File: config.mk
export PLATFORM = sky130hd
export DESIGN_NAME = reg_writeback_unit_flat
export DESIGN_NICKNAME = d
export VERILOG_FILES = /design/src/rtl/reg_writeback_unit_if.sv /design/src/rtl/reg_writeback_unit.sv /design/src/flat_wrapper.sv
export SDC_FILE = /design/constraint.sdc
export NUM_CORES = 1
export LEC_CHECK = 0
export BUFFER_PORTS_ARGS = -buffer_cell sky130_fd_sc_hd__buf_4
export CAP_MARGIN = 20
export CORE_MARGIN = 8
export CORE_UTILIZATION = 45
export DETAILED_ROUTE_END_ITERATION = 12
export PLACE_DENSITY = 0.79
export SLEW_MARGIN = 20
export SYNTH_ARGS = -nofsm -noshare
export SYNTH_HDL_FRONTEND = slang
export SYNTH_SLANG_ARGS = --single-unit
File: constraint.sdc
create_clock -name clk -period 3.8 [get_ports clk]
set_input_delay 0.38 -clock clk [delete_from_list [all_inputs] [get_ports clk]]
set_output_delay 0.38 -clock clk [all_outputs]
set_load 0.005 [all_outputs]
File: src/rtl/reg_writeback_unit_if.sv
// Bundle of the writeback unit's ALU, load-request, memory-response and register-write signals.
// The master side drives results and loads into the unit; the slave side is the unit itself.
interface reg_writeback_unit_if #(
  parameter int XLEN = 32
);
  logic            alu_valid;
  logic            alu_ready;
  logic [4:0]      alu_rd;
  logic [XLEN-1:0] alu_result;

  logic            ld_req_valid;
  logic            ld_req_ready;
  logic [4:0]      ld_rd;
  logic [2:0]      ld_funct3;
  logic [1:0]      ld_addr_lo;

  logic            mem_rvalid;
  logic [XLEN-1:0] mem_rdata;

  logic            wb_we;
  logic [4:0]      wb_rd;
  logic [XLEN-1:0] wb_data;

  logic            ld_pending;
  logic [4:0]      ld_pending_rd;
  logic            ld_err;

  modport master (
    output alu_valid, alu_rd, alu_result,
    output ld_req_valid, ld_rd, ld_funct3, ld_addr_lo,
    output mem_rvalid, mem_rdata,
    input  alu_ready, ld_req_ready,
    input  wb_we, wb_rd, wb_data,
    input  ld_pending, ld_pending_rd, ld_err
  );

  modport slave (
    input  alu_valid, alu_rd, alu_result,
    input  ld_req_valid, ld_rd, ld_funct3, ld_addr_lo,
    input  mem_rvalid, mem_rdata,
    output alu_ready, ld_req_ready,
    output wb_we, wb_rd, wb_data,
    output ld_pending, ld_pending_rd, ld_err
  );
endinterface

File: src/rtl/reg_writeback_unit.sv
// Register-file write port: merges buffered ALU results with one outstanding, extended memory load.
// Load responses win arbitration; the ALU FIFO drains whenever no load is completing.
module reg_writeback_unit #(
  parameter int FIFO_DEPTH = 2,
  parameter int XLEN       = 32
) (
  input logic                clk,
  input logic                reset,
  reg_writeback_unit_if.slave bus
);
  localparam int AW = $clog2(FIFO_DEPTH);

  typedef enum logic {S_IDLE, S_WAIT} state_t;

  state_t     state;
  logic [4:0] lat_rd;
  logic [2:0] lat_funct3;
  logic [1:0] lat_off;

  logic [4:0]      fifo_rd   [FIFO_DEPTH];
  logic [XLEN-1:0] fifo_data [FIFO_DEPTH];
  logic [AW-1:0]   wr_ptr;
  logic [AW-1:0]   rd_ptr;
  logic [AW:0]     count;

  logic            wb_we_q;
  logic [4:0]      wb_rd_q;
  logic [XLEN-1:0] wb_data_q;
  logic            ld_err_q;

  logic            full;
  logic            empty;
  logic            waw_block;
  logic            push;
  logic            pop;
  logic            ld_commit;
  logic            ld_bad;
  logic [XLEN-1:0] ld_data;
  logic [7:0]      ld_byte;
  logic [15:0]     ld_half;

  assign full  = (count == (AW+1)'(FIFO_DEPTH));
  assign empty = (count == '0);

  // An ALU write to the rd of an in-flight load must wait, or the older load would overwrite it.
  assign waw_block = bus.ld_pending && (bus.alu_rd == bus.ld_pending_rd) && (bus.alu_rd != '0);

  assign bus.alu_ready     = !full && !waw_block;
  assign bus.ld_req_ready  = (state == S_IDLE);
  assign bus.ld_pending    = (state == S_WAIT);
  assign bus.ld_pending_rd = (state == S_WAIT) ? lat_rd : '0;

  assign push      = bus.alu_valid && bus.alu_ready;
  assign ld_commit = (state == S_WAIT) && bus.mem_rvalid;
  assign pop       = !ld_commit && !empty;

  assign ld_byte = bus.mem_rdata[{lat_off, 3'b000} +: 8];
  assign ld_half = lat_off[1] ? bus.mem_rdata[31:16] : bus.mem_rdata[15:0];

  // NOTE: every output of a combinational block gets a default first, so no path leaves it
  // unassigned and no latch is inferred.
  always_comb begin
    ld_data = '0;
    ld_bad  = 1'b0;
    unique case (lat_funct3)
      3'b000: ld_data = {{(XLEN-8){ld_byte[7]}}, ld_byte};
      3'b100: ld_data = {{(XLEN-8){1'b0}}, ld_byte};
      3'b001: begin
        if (lat_off[0]) ld_bad  = 1'b1;
        else            ld_data = {{(XLEN-16){ld_half[15]}}, ld_half};
      end
      3'b101: begin
        if (lat_off[0]) ld_bad  = 1'b1;
        else            ld_data = {{(XLEN-16){1'b0}}, ld_half};
      end
      3'b010: begin
        if (lat_off != 2'b00) ld_bad  = 1'b1;
        else                  ld_data = bus.mem_rdata;
      end
      default: ld_bad = 1'b1;
    endcase
  end

  // NOTE: sequential state uses non-blocking assignments so every register samples
  // pre-edge values regardless of statement order.
  always_ff @(posedge clk) begin
    if (reset) begin
      state      <= S_IDLE;
      lat_rd     <= '0;
      lat_funct3 <= '0;
      lat_off    <= '0;
    end else begin
      unique case (state)
        S_IDLE: if (bus.ld_req_valid) begin
          state      <= S_WAIT;
          lat_rd     <= bus.ld_rd;
          lat_funct3 <= bus.ld_funct3;
          lat_off    <= bus.ld_addr_lo;
        end
        S_WAIT: if (bus.mem_rvalid) state <= S_IDLE;
        default: state <= S_IDLE;
      endcase
    end
  end

  // NOTE: the FIFO storage is not reset; occupancy is tracked by the reset pointers and count,
  // so stale entries are never read.
  always_ff @(posedge clk) begin
    if (push) begin
      fifo_rd[wr_ptr]   <= bus.alu_rd;
      fifo_data[wr_ptr] <= bus.alu_result;
    end
  end

  always_ff @(posedge clk) begin
    if (reset) begin
      wr_ptr <= '0;
      rd_ptr <= '0;
      count  <= '0;
    end else begin
      if (push) wr_ptr <= wr_ptr + AW'(1);
      if (pop)  rd_ptr <= rd_ptr + AW'(1);
      unique case ({push, pop})
        2'b10:   count <= count + (AW+1)'(1);
        2'b01:   count <= count - (AW+1)'(1);
        default: count <= count;
      endcase
    end
  end

  // x0 commits are consumed without touching the write port; wb_rd/wb_data keep the last write.
  always_ff @(posedge clk) begin
    if (reset) begin
      wb_we_q   <= 1'b0;
      wb_rd_q   <= '0;
      wb_data_q <= '0;
      ld_err_q  <= 1'b0;
    end else begin
      wb_we_q  <= 1'b0;
      ld_err_q <= 1'b0;
      if (ld_commit) begin
        ld_err_q <= ld_bad;
        if (lat_rd != '0) begin
          wb_we_q   <= 1'b1;
          wb_rd_q   <= lat_rd;
          wb_data_q <= ld_data;
        end
      end else if (pop) begin
        if (fifo_rd[rd_ptr] != '0) begin
          wb_we_q   <= 1'b1;
          wb_rd_q   <= fifo_rd[rd_ptr];
          wb_data_q <= fifo_data[rd_ptr];
        end
      end
    end
  end

  assign bus.wb_we   = wb_we_q;
  assign bus.wb_rd   = wb_rd_q;
  assign bus.wb_data = wb_data_q;
  assign bus.ld_err  = ld_err_q;
endmodule
File: src/flat_wrapper.sv
// flat-port wrapper written by rule: the top's interface ports become plain ports
module reg_writeback_unit_flat 
#(
  parameter int FIFO_DEPTH = 2,
  parameter int XLEN       = 32
)
  (clk, reset, bus_alu_valid, bus_alu_rd, bus_alu_result, bus_ld_req_valid, bus_ld_rd, bus_ld_funct3, bus_ld_addr_lo, bus_mem_rvalid, bus_mem_rdata, bus_alu_ready, bus_ld_req_ready, bus_wb_we, bus_wb_rd, bus_wb_data, bus_ld_pending, bus_ld_pending_rd, bus_ld_err);
  reg_writeback_unit_if #(.XLEN(XLEN)) bus_i ();
  input logic clk;
  input logic reset;
  input wire logic [$bits(bus_i.alu_valid)-1:0] bus_alu_valid;
  input wire logic [$bits(bus_i.alu_rd)-1:0] bus_alu_rd;
  input wire logic [$bits(bus_i.alu_result)-1:0] bus_alu_result;
  input wire logic [$bits(bus_i.ld_req_valid)-1:0] bus_ld_req_valid;
  input wire logic [$bits(bus_i.ld_rd)-1:0] bus_ld_rd;
  input wire logic [$bits(bus_i.ld_funct3)-1:0] bus_ld_funct3;
  input wire logic [$bits(bus_i.ld_addr_lo)-1:0] bus_ld_addr_lo;
  input wire logic [$bits(bus_i.mem_rvalid)-1:0] bus_mem_rvalid;
  input wire logic [$bits(bus_i.mem_rdata)-1:0] bus_mem_rdata;
  output wire logic [$bits(bus_i.alu_ready)-1:0] bus_alu_ready;
  output wire logic [$bits(bus_i.ld_req_ready)-1:0] bus_ld_req_ready;
  output wire logic [$bits(bus_i.wb_we)-1:0] bus_wb_we;
  output wire logic [$bits(bus_i.wb_rd)-1:0] bus_wb_rd;
  output wire logic [$bits(bus_i.wb_data)-1:0] bus_wb_data;
  output wire logic [$bits(bus_i.ld_pending)-1:0] bus_ld_pending;
  output wire logic [$bits(bus_i.ld_pending_rd)-1:0] bus_ld_pending_rd;
  output wire logic [$bits(bus_i.ld_err)-1:0] bus_ld_err;
  assign bus_i.alu_valid = bus_alu_valid;
  assign bus_i.alu_rd = bus_alu_rd;
  assign bus_i.alu_result = bus_alu_result;
  assign bus_i.ld_req_valid = bus_ld_req_valid;
  assign bus_i.ld_rd = bus_ld_rd;
  assign bus_i.ld_funct3 = bus_ld_funct3;
  assign bus_i.ld_addr_lo = bus_ld_addr_lo;
  assign bus_i.mem_rvalid = bus_mem_rvalid;
  assign bus_i.mem_rdata = bus_mem_rdata;
  assign bus_alu_ready = bus_i.alu_ready;
  assign bus_ld_req_ready = bus_i.ld_req_ready;
  assign bus_wb_we = bus_i.wb_we;
  assign bus_wb_rd = bus_i.wb_rd;
  assign bus_wb_data = bus_i.wb_data;
  assign bus_ld_pending = bus_i.ld_pending;
  assign bus_ld_pending_rd = bus_i.ld_pending_rd;
  assign bus_ld_err = bus_i.ld_err;
  reg_writeback_unit #(.FIFO_DEPTH(FIFO_DEPTH), .XLEN(XLEN)) u_core (.clk(clk), .reset(reset), .bus(bus_i));
endmodule
* Word level (Yosys, flattened, before mapping)
Memory sizes are Yosys's and may differ from the RTL's. A register that Yosys moved wholly into a read port is not among the register bits.
Index checks and enable logic that the tools add are counted.
** Cells by class
- Shift-type cells :: 1
- Equality and inequality tests :: 9
- Add/subtract/negate cells :: 4
- Bitwise operators :: 2
- Reduce and logical (&&, ||, !) cells :: 24
- Mux-type cells :: 31
** Operators by type and width (number)
- $mux W32 :: 6
- $pmux W32 S5 :: 1
- $mux W16 :: 2
- $shiftx A32 B6 Y8 :: 1
- $mux W5 :: 5
- $reduce_bool A5 Y1 :: 3
- $mux W1 :: 14
- $reduce_bool A2 Y1 :: 4
- $eq A3 B3 Y1 const B :: 2
- $logic_and A1 B1 Y1 :: 6
- $reduce_or A2 Y1 :: 3
- $eq A5 B5 Y1 :: 1
- $eq A2 B2 Y1 const B :: 2
- $logic_not A1 Y1 :: 4
- $pmux W2 S2 :: 1
- $eq A3 B1 Y1 const B :: 1
- $eq A3 B2 Y1 const B :: 1
- $logic_not A3 Y1 :: 1
- $pmux W1 S3 :: 1
- $reduce_and A3 Y1 :: 1
- $add A1 B1 Y1 const B :: 2
- $add A2 B1 Y2 const B :: 1
- $eq A2 B1 Y1 const B :: 1
- $logic_not A2 Y1 :: 1
- 5 further kinds :: 6
** Storage, ports and cells
- Word-level logic and storage cells :: 84
- Output and inout port bits :: 47
- Memory bits (writable) :: 74
- Bits of input ports :: 84
- Memories kept :: 2
- Flip-flop bits (word level) :: 54
** Memory list
- u_core.fifo_data :: depth 2, bits a word 32, rd ports 1, clocked after memory_dff 1, wr ports 1, RTL line reg_writeback_unit.sv:21 : logic [XLEN-1:0] fifo_data [FIFO_DEPTH];
- u_core.fifo_rd :: depth 2, bits a word 5, rd ports 1, clocked after memory_dff 1, wr ports 1, RTL line reg_writeback_unit.sv:20 : logic [4:0] fifo_rd [FIFO_DEPTH];

* Longest topological paths before layout
Gate-level depths: netlist of the first run.
- Depth in word-level cells :: 9
- Gate-level depth with buffers :: 9
- Mapped depth without buffers :: 8

* Worst setup path before layout of the first run
No wires, ideal clock.
- Path type :: reg-to-reg
- Start :: reg u_core.state, in the netlist u_core.bus.ld_pending
- End :: mem u_core.fifo_data[0][0], enable pin
- Stages on the path, launching flop included :: 7
- Library setup time :: 431 ps
- Setup slack :: 581 ps
- Period minus slack after synthesis :: 3219 ps
- Buffers on the path :: 1
- Arrival time :: 2788 ps
- Cells stage by stage :: dfxtp_1 buf_2 and2_1 a32oi_1 a221oi_1 a211o_1 nor2_1
** Between the ends
- Cells in the longest elaborated chain, start to end :: 9
** RTL lines
- from (decl) :: RTL line reg_writeback_unit.sv:15 : state_t state;
- from (signal assigned) :: RTL line reg_writeback_unit.sv:88 : state <= S_IDLE;
- from (signal assigned) :: RTL line reg_writeback_unit.sv:95 : state <= S_WAIT;
- from (signal assigned) :: RTL line reg_writeback_unit.sv:100 : S_WAIT: if (bus.mem_rvalid) state <= S_IDLE;
- $mux W5 :: RTL line reg_writeback_unit.sv:51 : assign bus.ld_pending_rd = (state == S_WAIT) ? lat_rd : '0;
- named net bus_ld_pending_rd[2] :: RTL line flat_wrapper.sv:26 : output wire logic [$bits(bus_i.ld_pending_rd)-1:0] bus_ld_pending_rd;
- $eq A5 B5 Y1 :: RTL line reg_writeback_unit.sv:46 : assign waw_block = bus.ld_pending && (bus.alu_rd == bus.ld_pending_rd) && (bus.alu_rd != '0);
- $logic_and A1 B1 Y1 (2 in a row) :: RTL line reg_writeback_unit.sv:46
- $logic_not A1 Y1 :: RTL line reg_writeback_unit.sv:48 : assign bus.alu_ready = !full && !waw_block;
- $logic_and A1 B1 Y1 :: RTL line reg_writeback_unit.sv:48
- $logic_and A1 B1 Y1 :: RTL line reg_writeback_unit.sv:53 : assign push = bus.alu_valid && bus.alu_ready;
- $mux W1 :: RTL line reg_writeback_unit.sv:109 : if (push) begin
- $mux W1 (implied by the code) :: RTL line reg_writeback_unit.sv:111 : fifo_data[wr_ptr] <= bus.alu_result;
- to (decl) :: RTL line reg_writeback_unit.sv:21
The timed path passes the listed nets, and every way through them passes these cells.

* Worst setup path after layout of the first run
- Start :: reg u_core.lat_off[0]
- End :: reg u_core.wb_data_q[20], in the netlist u_core.bus.wb_data[20]
** Between the ends
- Cells in the longest elaborated chain, start to end :: 5
- Elaborated cells on any way between the ends :: 7
** RTL lines
- from (decl) :: RTL line reg_writeback_unit.sv:18 : logic [1:0] lat_off;
- from (signal assigned) :: RTL line reg_writeback_unit.sv:98 : lat_off <= bus.ld_addr_lo;
- parallel branches: the longest is 2 deep, another holds $shiftx A32 B6 Y8
- $pmux W32 S5 (*) :: RTL line reg_writeback_unit.sv:65 : unique case (lat_funct3)
- $mux W32 (*) :: RTL line reg_writeback_unit.sv:143 : if (lat_rd != '0) begin
- $mux W32 (*) :: RTL line reg_writeback_unit.sv:141 : if (ld_commit) begin
- to (signal assigned) :: RTL line reg_writeback_unit.sv:146 : wb_data_q <= ld_data;
- to (signal assigned) :: RTL line reg_writeback_unit.sv:152 : wb_data_q <= fifo_data[rd_ptr];
- to (decl) :: RTL line reg_writeback_unit.sv:28 : logic [XLEN-1:0] wb_data_q;
Every way passes the cells marked *. The select of a mux whose other input is x is not followed.
A chain may end at the register's enable or synchronous reset.

==> impl_metrics.py, run 1 <==
metrics = {
    "outcome": {
        "outcome": "completed",
    },
    "clock_network": {
        "clock_latency_ps": 410,
        "cts_sinks": 129,
        "clk_pin_slew_ps": 50,
        "htree_levels": 4,
        "post_cts_buffers": 0,
        "cts_tree": "built",
        "cts_resized": 0,
        "holdBufCountCts": 0,
        "clockBufferDepth": 2,
        "root_buffer": "clkbuf_16",
        "cts-buffers-inserted": 17,
    },
    "critical_path": {
        "rrSetupSlack_ps": 1050,
        "crit_path_max_fanout": 24,
        "cp.depth": 5,
        "cp.arrival_ps": 3010,
        "critPathMaxStageDelay_ps": 880,
        "reg2reg_to": "u_core.bus.wb_data[20]",
        "cp-end-kind": "flop",
        "reg2reg_from": "u_core.lat_off[0]",
        "critical_path_class": "flop to flop",
        "worstPathRequired_ps": 4060,
        "crit_path_end": "u_core.bus.wb_data[20]",
        "cpLargestDelayFamily": "compound AO/OA/AOI/OAI gates",
        "startpoint": "u_core.lat_off[0]",
        "reg2reg_depth": 5,
        "start_kind": "flop",
        "slowest_stage": "dfxtp_1",
        "cp_num_buf_inv": 0,
        "path_cells": "nor2_1 -> a2bb2oi_2 -> o2bb2ai_1 -> a221oi_1 -> nor3_1",
    },
    "yosys": {
        "synthCells": 506,
        "synth-main-ff-cell": "edfxtp_1",
        "synthDistinctLibCells": 61,
        "yosysSeqAreaShare": 0.5613,
        "async_flop_share": 0,
        "ys_warn_count": 0,
        "synth_edf_count": 74,
        "syn_avg_cell_area_um2": 11.70,
        "syn_nets": 591,
        "ys_seq_elements": 129,
        "netlist_area_mm2": 0.005921,
    },
    "power_and_ir_drop": {
        "power_frac_clock": 0.315,
        "combPwrFrac": 0.300,
        "p_leak_uw": 0.002852,
        "intPower_uw": 3533,
        "swShare": 0.3130,
        "p_seq_frac": 0.386,
        "peakVddDrop_uv": 382.7,
        "power_density_mw_per_mm2": 674.5,
        "switchingPower_uw": 1609,
    },
    "finish": {
        "area_delta_synth_final_pct": 28.76,
        "fillers": 1115,
        "stdcell_area_mm2": 0.007624,
        "nNetsFinal": 710,
        "antenna_cells": 0,
        "layout_common_cells": "137 x buf_4, 74 x edfxtp_1, 54 x dfxtp_1, 48 x nor2_1, 37 x nand2_1",
        "layout_commonest_cell": "buf_4",
        "layout-drive-gt1-share": 0.3589,
    },
    "routing": {
        "drcViolationCount": 0,
        "wire_per_inst_um": 19.93,
        "vias": 4624,
        "dr.first_iter.drc_count": 416,
        "vias_per_cell": 5.681,
        "ant_nets": 0,
        "wirelength_um": 16220,
        "drt_pass1_iterations": 5,
    },
    "sta": {
        "setup-violations-final": 0,
        "timing.final.crit_period_ps": 2747,
        "maxSlewViolCount": 0,
        "period_share": 0.7229,
        "slew_headroom": 0.2690,
        "finalHoldViolCount": 0,
        "fmax_ghz": 0.3641,
        "rsz0062_at_grt": "false",
        "worst_pin_slew_ps": 1095,
        "fin_tns_setup_ps": 0,
        "fin_hold_ws_ps": 149.7,
        "finClkSkew_ps": 7.127,
    },
    "hold_path": {
        "hold_path.class": "input pin to flop",
        "hold_path.startpoint": "bus_alu_result[3]",
    },
    "grt": {
        "grt_pass1_wl_um": 24720,
        "antenna_found_initial": 0,
        "grt_usage": 0.1936,
        "grt_max_degree": 57,
        "grt_overflow": 0,
        "grt_pass1_vias": 4738,
    },
    "placement": {
        "hpwl_um": 11560,
        "gp_congestion": 0.8247,
        "io_buffers": 130,
        "dpl-instance-area_mm2": 0.007004,
    },
    "flow_run": {
        "maxCapViolations": 0,
    },
    "floorplan": {
        "num_rows": 42,
        "dieArea_mm2": 0.01708,
        "die_h_um": 130.7,
        "core-area_mm2": 0.01303,
        "die_x_um": 130.7,
        "ios": 131,
        "start_util": 0.4543,
    },
}
## final cells by class
class / count / area [um2] / share of cell area
clock buffers: 17 / 425.4 / 0.05580
flip-flops and latches: 129 / 3324 / 0.4361
repair buffers: 138 / 1056 / 0.1385
multi-input cells: 332 / 2405 / 0.3154
well taps: 176 / 220.2 / 0.02889
inverters: 7 / 26.28 / 0.003447
clock inverters: 15 / 166.4 / 0.02183
## routing by layer
| layer | track usage | part of all wire | up-vias |
|---|---|---|---|
| met4 | 0.07090 | 0.023 | 0 |
| met2 | 0.3113 | 0.48 | 231 |
| met5 | 0 | 0 | - |
| li1 | - | - | 2161 |
| met3 | 0.07183 | 0.099 | 33 |
| met1 | 0.2331 | 0.40 | 2199 |
## how the worst min path moves through the flow
stage                              endpoint  cells past startpoint  slack, ps
floorplan               u_core.bus.wb_rd[0]                      2        450
global placement        u_core.bus.wb_rd[1]                      2        450
detailed placement      u_core.bus.wb_rd[3]                      2        450
CTS                  u_core.fifo_data[0][4]                      1        140
global route        u_core.fifo_data[0][12]                      1        130
finish               u_core.fifo_data[1][3]                      1        150
## cell families after synthesis
group	Yosys count	synth area share
buf+inv	45	0.03508
fa+ha+maj	1	0.002113
mux	41	0.07375
xor+xnor	7	0.01036
simple gates	157	0.1382
compound gates	126	0.1792
flops	129	0.5613
## power by group through the flow
stage               combinational, uW  clock, uW  sequential [uW]
floorplan                         913          0             1960
global placement                 1440          0             1990
detailed placement               1500          0             2010
CTS                              1510       1640             1980
global route                     1690       1710             2020
finish                           1540       1620             1980
## stage by stage
step                      instances  setup slack, ps    util  power (uW)
after global placement          781             1288  0.5374        3430
final                           814             1053  0.5850        5142
after CTS                       813             1099  0.5829        5127
after global routing            814            924.7  0.5850        5409
after detailed placement        781             1107  0.5374        3511
after floorplan                 506            580.8       -        2876
## state kept, by name, indices dropped and copies added (netlist names), named ones only
signal,cells
u_core.count,2
u_core.bus.ld_err,1
u_core.bus.wb_rd,5
u_core.bus.wb_data,32
u_core.lat_funct3,3
u_core.rd_ptr,1
u_core.lat_rd,5
u_core.bus.wb_we,1
u_core.fifo_data,64
u_core.bus.ld_pending,1
u_core.lat_off,2
u_core.wr_ptr,1
u_core.fifo_rd,10
## cell usage after synthesis, types with 6 or more instances
cell	instances	share of area
o31ai_1	6	0.0076
o21ai_0	8	0.0068
a311oi_1	6	0.0089
dfxtp_1	55	0.19
nor2b_1	8	0.0085
o2bb2ai_2	10	0.025
nand2_1	37	0.023
a221oi_1	9	0.013
o2bb2ai_1	12	0.018
edfxtp_1	74	0.38
xnor2_1	6	0.0089
buf_2	16	0.014
a221oi_2	10	0.025
nor3_1	17	0.014
clkbuf_1	16	0.010
mux2_2	20	0.038
nor2_1	50	0.032
a21oi_1	27	0.023
and2_1	6	0.0063
nor3_2	10	0.017
mux2i_1	20	0.034
nand3b_1	6	0.0076
a211oi_1	13	0.016
nor3b_1	7	0.0089
(Power assumes the default switching activity.)
==> run 2, diff against run 1 <==
clock period = 2.7 ns   (was 3.8 ns; I/O delays follow)
==> impl_metrics.py, run 2 (same netlist as run 1, synthesis figures left out) <==
metrics = {
    "outcome": {
        "outcome": "completed",
    },
    "sta": {
        "setup-violations-final": 0,
        "timing.final.crit_period_ps": 2463,
        "period_share": 0.9121,
        "slew_headroom": 0.5195,
        "finClkSkew_ps": 12.73,
        "maxSlewViolCount": 0,
        "finalHoldViolCount": 0,
        "fmax_ghz": 0.4061,
        "rsz0062_at_grt": "false",
        "worst_pin_slew_ps": 719.2,
    },
    "critical_path": {
        "worstPathRequired_ps": 3060,
        "cp_num_buf_inv": 0,
        "critPathMaxStageDelay_ps": 440,
        "crit_path_max_fanout": 13,
        "reg2reg_from": "u_core.bus.ld_pending",
        "critical_path_class": "flop to flop",
        "reg2reg_to": "u_core.count[1]",
        "cp.depth": 7,
        "rrSetupSlack_ps": 240,
        "cpLargestDelayFamily": "compound AO/OA/AOI/OAI gates",
        "path_cells": "nor4bb_1 -> a32oi_1 -> a221oi_1 -> a211o_1 -> ha_1 -> or3_1 -> a21oi_1",
        "slowest_stage": "dfxtp_2",
        "cp.arrival_ps": 2820,
        "cp-end-kind": "flop",
        "startpoint": "u_core.bus.ld_pending",
        "start_kind": "flop",
        "crit_path_end": "u_core.count[1]",
        "reg2reg_depth": 7,
    },
    "grt": {
        "grt_pass1_vias": 4664,
        "grt_pass1_wl_um": 24650,
        "antenna_found_initial": 0,
        "grt_max_degree": 57,
        "grt_overflow": 0,
        "grt_usage": 0.1931,
    },
    "floorplan": {
        "core-area_mm2": 0.01303,
        "die_x_um": 130.7,
        "dieArea_mm2": 0.01708,
        "num_rows": 42,
        "start_util": 0.4543,
        "die_h_um": 130.7,
        "ios": 131,
    },
    "flow_run": {
        "maxCapViolations": 0,
    },
    "clock_network": {
        "cts-buffers-inserted": 17,
        "clk_pin_slew_ps": 60,
        "htree_levels": 4,
        "cts_sinks": 129,
        "clock_latency_ps": 430,
        "clockBufferDepth": 2,
        "holdBufCountCts": 0,
        "cts_tree": "built",
        "root_buffer": "clkbuf_16",
    },
    "placement": {
        "gp_congestion": 0.8677,
        "io_buffers": 130,
        "dp_cells": 786,
        "hpwl_um": 11480,
    },
    "finish": {
        "final_core_util": 0.5958,
        "largest_reg_flops": 64,
        "nNetsFinal": 716,
        "layout.cells.non_filler": 820,
        "top_register": "u_core.fifo_data",
        "layout_common_cells": "141 x buf_4, 74 x edfxtp_1, 53 x dfxtp_1, 48 x nor2_1, 37 x nand2_1",
        "layout_commonest_cell": "buf_4",
        "area_delta_synth_final_pct": 31.15,
        "layout-drive-gt1-share": 0.3649,
        "antenna_cells": 0,
    },
    "power_and_ir_drop": {
        "peakVddDrop_uv": 587.5,
        "p_leak_uw": 0.002923,
        "power_density_mw_per_mm2": 971.7,
    },
    "routing": {
        "wire_per_inst_um": 19.82,
        "vias_per_cell": 5.606,
        "drt_pass1_iterations": 5,
        "ant_nets": 0,
        "dr.first_iter.drc_count": 416,
        "drcViolationCount": 0,
        "vias": 4597,
        "wirelength_um": 16250,
    },
    "hold_path": {
        "hold_path.class": "input pin to flop",
    },
}
==> run 2: how the worst min path moves through the flow <==
stage,to,slack (ps),from,cells after the start
6_report,u_core.fifo_data[0][2],30,bus_alu_result[2],1
5_1_grt,u_core.fifo_data[1][0],20,bus_alu_result[0],1
4_1_cts,u_core.fifo_data[0][2],20,bus_alu_result[2],1
3_5_place_dp,u_core.bus.wb_rd[2],450,u_core.bus.wb_rd[2],2
3_3_place_gp,u_core.bus.wb_rd[1],450,u_core.bus.wb_rd[1],2
2_1_floorplan,u_core.fifo_data[0][0],370,bus_alu_result[0],0
==> run 2: through the flow <==
step / worst slack (ps) / setup TNS, ps / area [um2] / power, uW / hold WS, ps
floorplan: -519.2 / -38420 / 5921 / 4048 / 368.9
finish: 237.3 / 0 / 7765 / 7546 / 26.28
CTS: 69.48 / 0 / 7725 / 7559 / 16.78
global placement: 133.7 / 0 / 7054 / 4878 / 449.4
detailed placement: 12.55 / 0 / 7054 / 4967 / 454.2
global route: 55.49 / 0 / 7765 / 7905 / 15.69
==> run 2: what timing repair did <==
action,in CTS,in global routing
buffers inserted,0,0
resized for setup,1,0
setup endpoints to repair,74,0
==> run 2: report_power, final <==
| group | internal [uW] | switching [uW] | total [uW] |
|---|---|---|---|
| Combinational | 1010 | 1180 | 2190 |
| Sequential | 2540 | 226 | 2770 |
| Clock | 1780 | 813 | 2590 |
| Total | 5320 | 2220 | 7550 |
==> run 2: layout make-up <==
type / count / area [um2]
multi-input combinational: 332 / 2405
timing repair buffer: 144 / 1119
fill: 1075 / 5268
clock buffer: 22 / 464.2
clock inverter: 10 / 205.2
sequential: 129 / 3326
inverter: 7 / 26.28
tap: 176 / 220.2
==> run 2: layer usage <==
layer	wire length (um)	part of all wire	vias to the layer above	global-route usage
met5	0	0	-	0
met2	7686	0.47	193	0.3074
met4	370	0.023	0	0.07292
li1	-	-	2162	-
met1	6758	0.42	2210	0.2329
met3	1435	0.088	32	0.07427
==> run 3, diff against run 2 <==
BUFFER_PORTS_ARGS = unset   (was -buffer_cell sky130_fd_sc_hd__buf_4)
DONT_BUFFER_PORTS = 1   (was unset)
PLACE_DENSITY = 0.71   (was 0.79)
==> impl_metrics.py, run 3 (same netlist as run 1, synthesis figures left out) <==
metrics = {
    "hold_path": {
        "hold_path.startpoint": "bus_ld_req_valid",
        "min_path_cells": 2,
        "hold_path_end": "u_core.bus.ld_pending",
        "hold_path.class": "input pin to flop",
    },
    "sta": {
        "maxSlewViolCount": 0,
        "timing.final.crit_period_ps": 2536,
        "fmax_ghz": 0.3943,
        "rsz0062_at_grt": "false",
        "finalHoldViolCount": 0,
        "fin_ws_ps": 163.8,
        "worst_pin_slew_ps": 815.9,
        "slew_headroom": 0.4553,
        "setup-violations-final": 0,
        "fin_tns_setup_ps": 0,
        "period_share": 0.9393,
        "finClkSkew_ps": 9.945,
    },
    "critical_path": {
        "cp-end-kind": "flop",
        "crit_path_max_fanout": 9,
        "reg2reg_to": "u_core.count[1]",
        "start_kind": "flop",
        "critPathMaxStageDelay_ps": 460,
        "cp.arrival_ps": 2880,
        "rrSetupSlack_ps": 160,
        "cp_num_buf_inv": 0,
        "slowest_stage": "dfxtp_1",
        "reg2reg_depth": 7,
        "critical_path_class": "flop to flop",
        "cpLargestDelayFamily": "compound AO/OA/AOI/OAI gates",
        "worstPathRequired_ps": 3050,
        "path_cells": "nor4bb_1 -> a32oi_1 -> a221oi_2 -> a211o_1 -> ha_1 -> or3_1 -> a21oi_1",
        "reg2reg_from": "u_core.bus.ld_pending",
    },
    "routing": {
        "drcViolationCount": 0,
        "wire_per_inst_um": 21.24,
        "drt_pass1_iterations": 6,
        "ant_nets": 0,
        "vias": 4267,
        "wirelength_um": 15670,
        "vias_per_cell": 5.782,
        "dr.first_iter.drc_count": 279,
    },
    "outcome": {
        "outcome": "completed",
    },
    "floorplan": {
        "start_util": 0.4543,
        "dieArea_mm2": 0.01708,
        "die_x_um": 130.7,
        "num_rows": 42,
        "die_h_um": 130.7,
        "ios": 131,
        "core-area_mm2": 0.01303,
    },
    "clock_network": {
        "clk_pin_slew_ps": 50,
        "cts_tree": "built",
        "clock_latency_ps": 420,
        "root_buffer": "clkbuf_16",
        "cts-buffers-inserted": 17,
        "clockBufferDepth": 2,
        "htree_levels": 4,
        "cts_sinks": 129,
    },
    "power_and_ir_drop": {
        "peakVddDrop_uv": 449.7,
        "p_leak_uw": 0.002431,
        "power_density_mw_per_mm2": 925.5,
    },
    "grt": {
        "grt_pass1_wl_um": 23700,
        "antenna_found_initial": 0,
        "grt_max_degree": 48,
        "grt_overflow": 0,
        "grt_usage": 0.1867,
        "grt_pass1_vias": 4300,
    },
    "finish": {
        "layout_commonest_cell": "edfxtp_1",
        "area_delta_synth_final_pct": 20.79,
        "largest_reg_flops": 64,
        "layout_common_cells": "74 x edfxtp_1, 54 x dfxtp_1, 48 x nor2_1, 47 x dlygate4sd3_1, 37 x nand2_1",
        "antenna_cells": 0,
        "final_core_util": 0.5488,
        "nNetsFinal": 635,
        "top_register": "u_core.fifo_data",
        "layout-drive-gt1-share": 0.1779,
    },
    "placement": {
        "pre_cts_ws_ps": 43.14,
        "gp_congestion": 0.7890,
        "io_buffers": 0,
        "hpwl_um": 11130,
    },
    "flow_run": {
        "maxCapViolations": 0,
    },
}
run 3: changes by cell type in the layout (fill, tap and decap cells not counted), sizes merged:
cell / previous run / this run
bufinv: 6 / 2
dlygate4sd3: 0 / 47
clkinvlp: 2 / 0
buf: 144 / 16
clkinv: 2 / 8
clkbuf: 22 / 21
run 3: per-stage QoR:
step | hold WS [ps] | instance area (um2) | std cells | total power, uW
after floorplan | 368.9 | 5921 | 506 | 4048
after global placement | 346.0 | 6073 | 657 | 4409
after detailed placement | 347.4 | 6073 | 657 | 4465
after CTS | 3.854 | 7098 | 736 | 6637
after global routing | 24.60 | 7152 | 738 | 6952
final | 29.19 | 7152 | 738 | 6619
run 3: power by group:
part	internal (uW)	switching, uW	total [uW]
registers	2540	290	2830
clock network	1330	756	2080
logic	700	1000	1700
total	4570	2050	6620
run 3: worst max-delay path by stage:
stage,start,slack (ps),cells past startpoint,to
after floorplan,u_core.bus.ld_pending,-520,6,u_core.fifo_data[0][0]
after global placement,u_core.bus.ld_pending,150,5,u_core.fifo_data[1][29]
after detailed placement,u_core.bus.ld_pending,40,5,u_core.fifo_data[0][31]
after CTS,u_core.bus.ld_pending,30,5,u_core.fifo_data[0][31]
after global routing,u_core.bus.ld_pending,50,7,u_core.count[1]
final,u_core.bus.ld_pending,160,7,u_core.count[1]
run 3: cell type report:
cell class	instances	area, um2
clock buffers	21	440.4
clock inverters	10	93.84
fillers	1167	5881
inverters	7	26.28
multi-input cells	332	2411
flip-flops and latches	129	3324
well taps	176	220.2
repair buffers	63	635.6
run 3: metal layers:
layer  vias up  GRT usage  routed length (um)
met4         0    0.07022                 204
met3        18    0.07305                1592
met5         -          0                   0
met2       173     0.3159                7768
met1      2075     0.2089                6107
li1       2001          -                   -
run 3: repair_timing:
action,in CTS,in global routing
hold endpoints to repair,121,0
buffers inserted,0,0
hold buffers,48,0
endpoints found under the setup margin,0,1
resized for setup,0,1
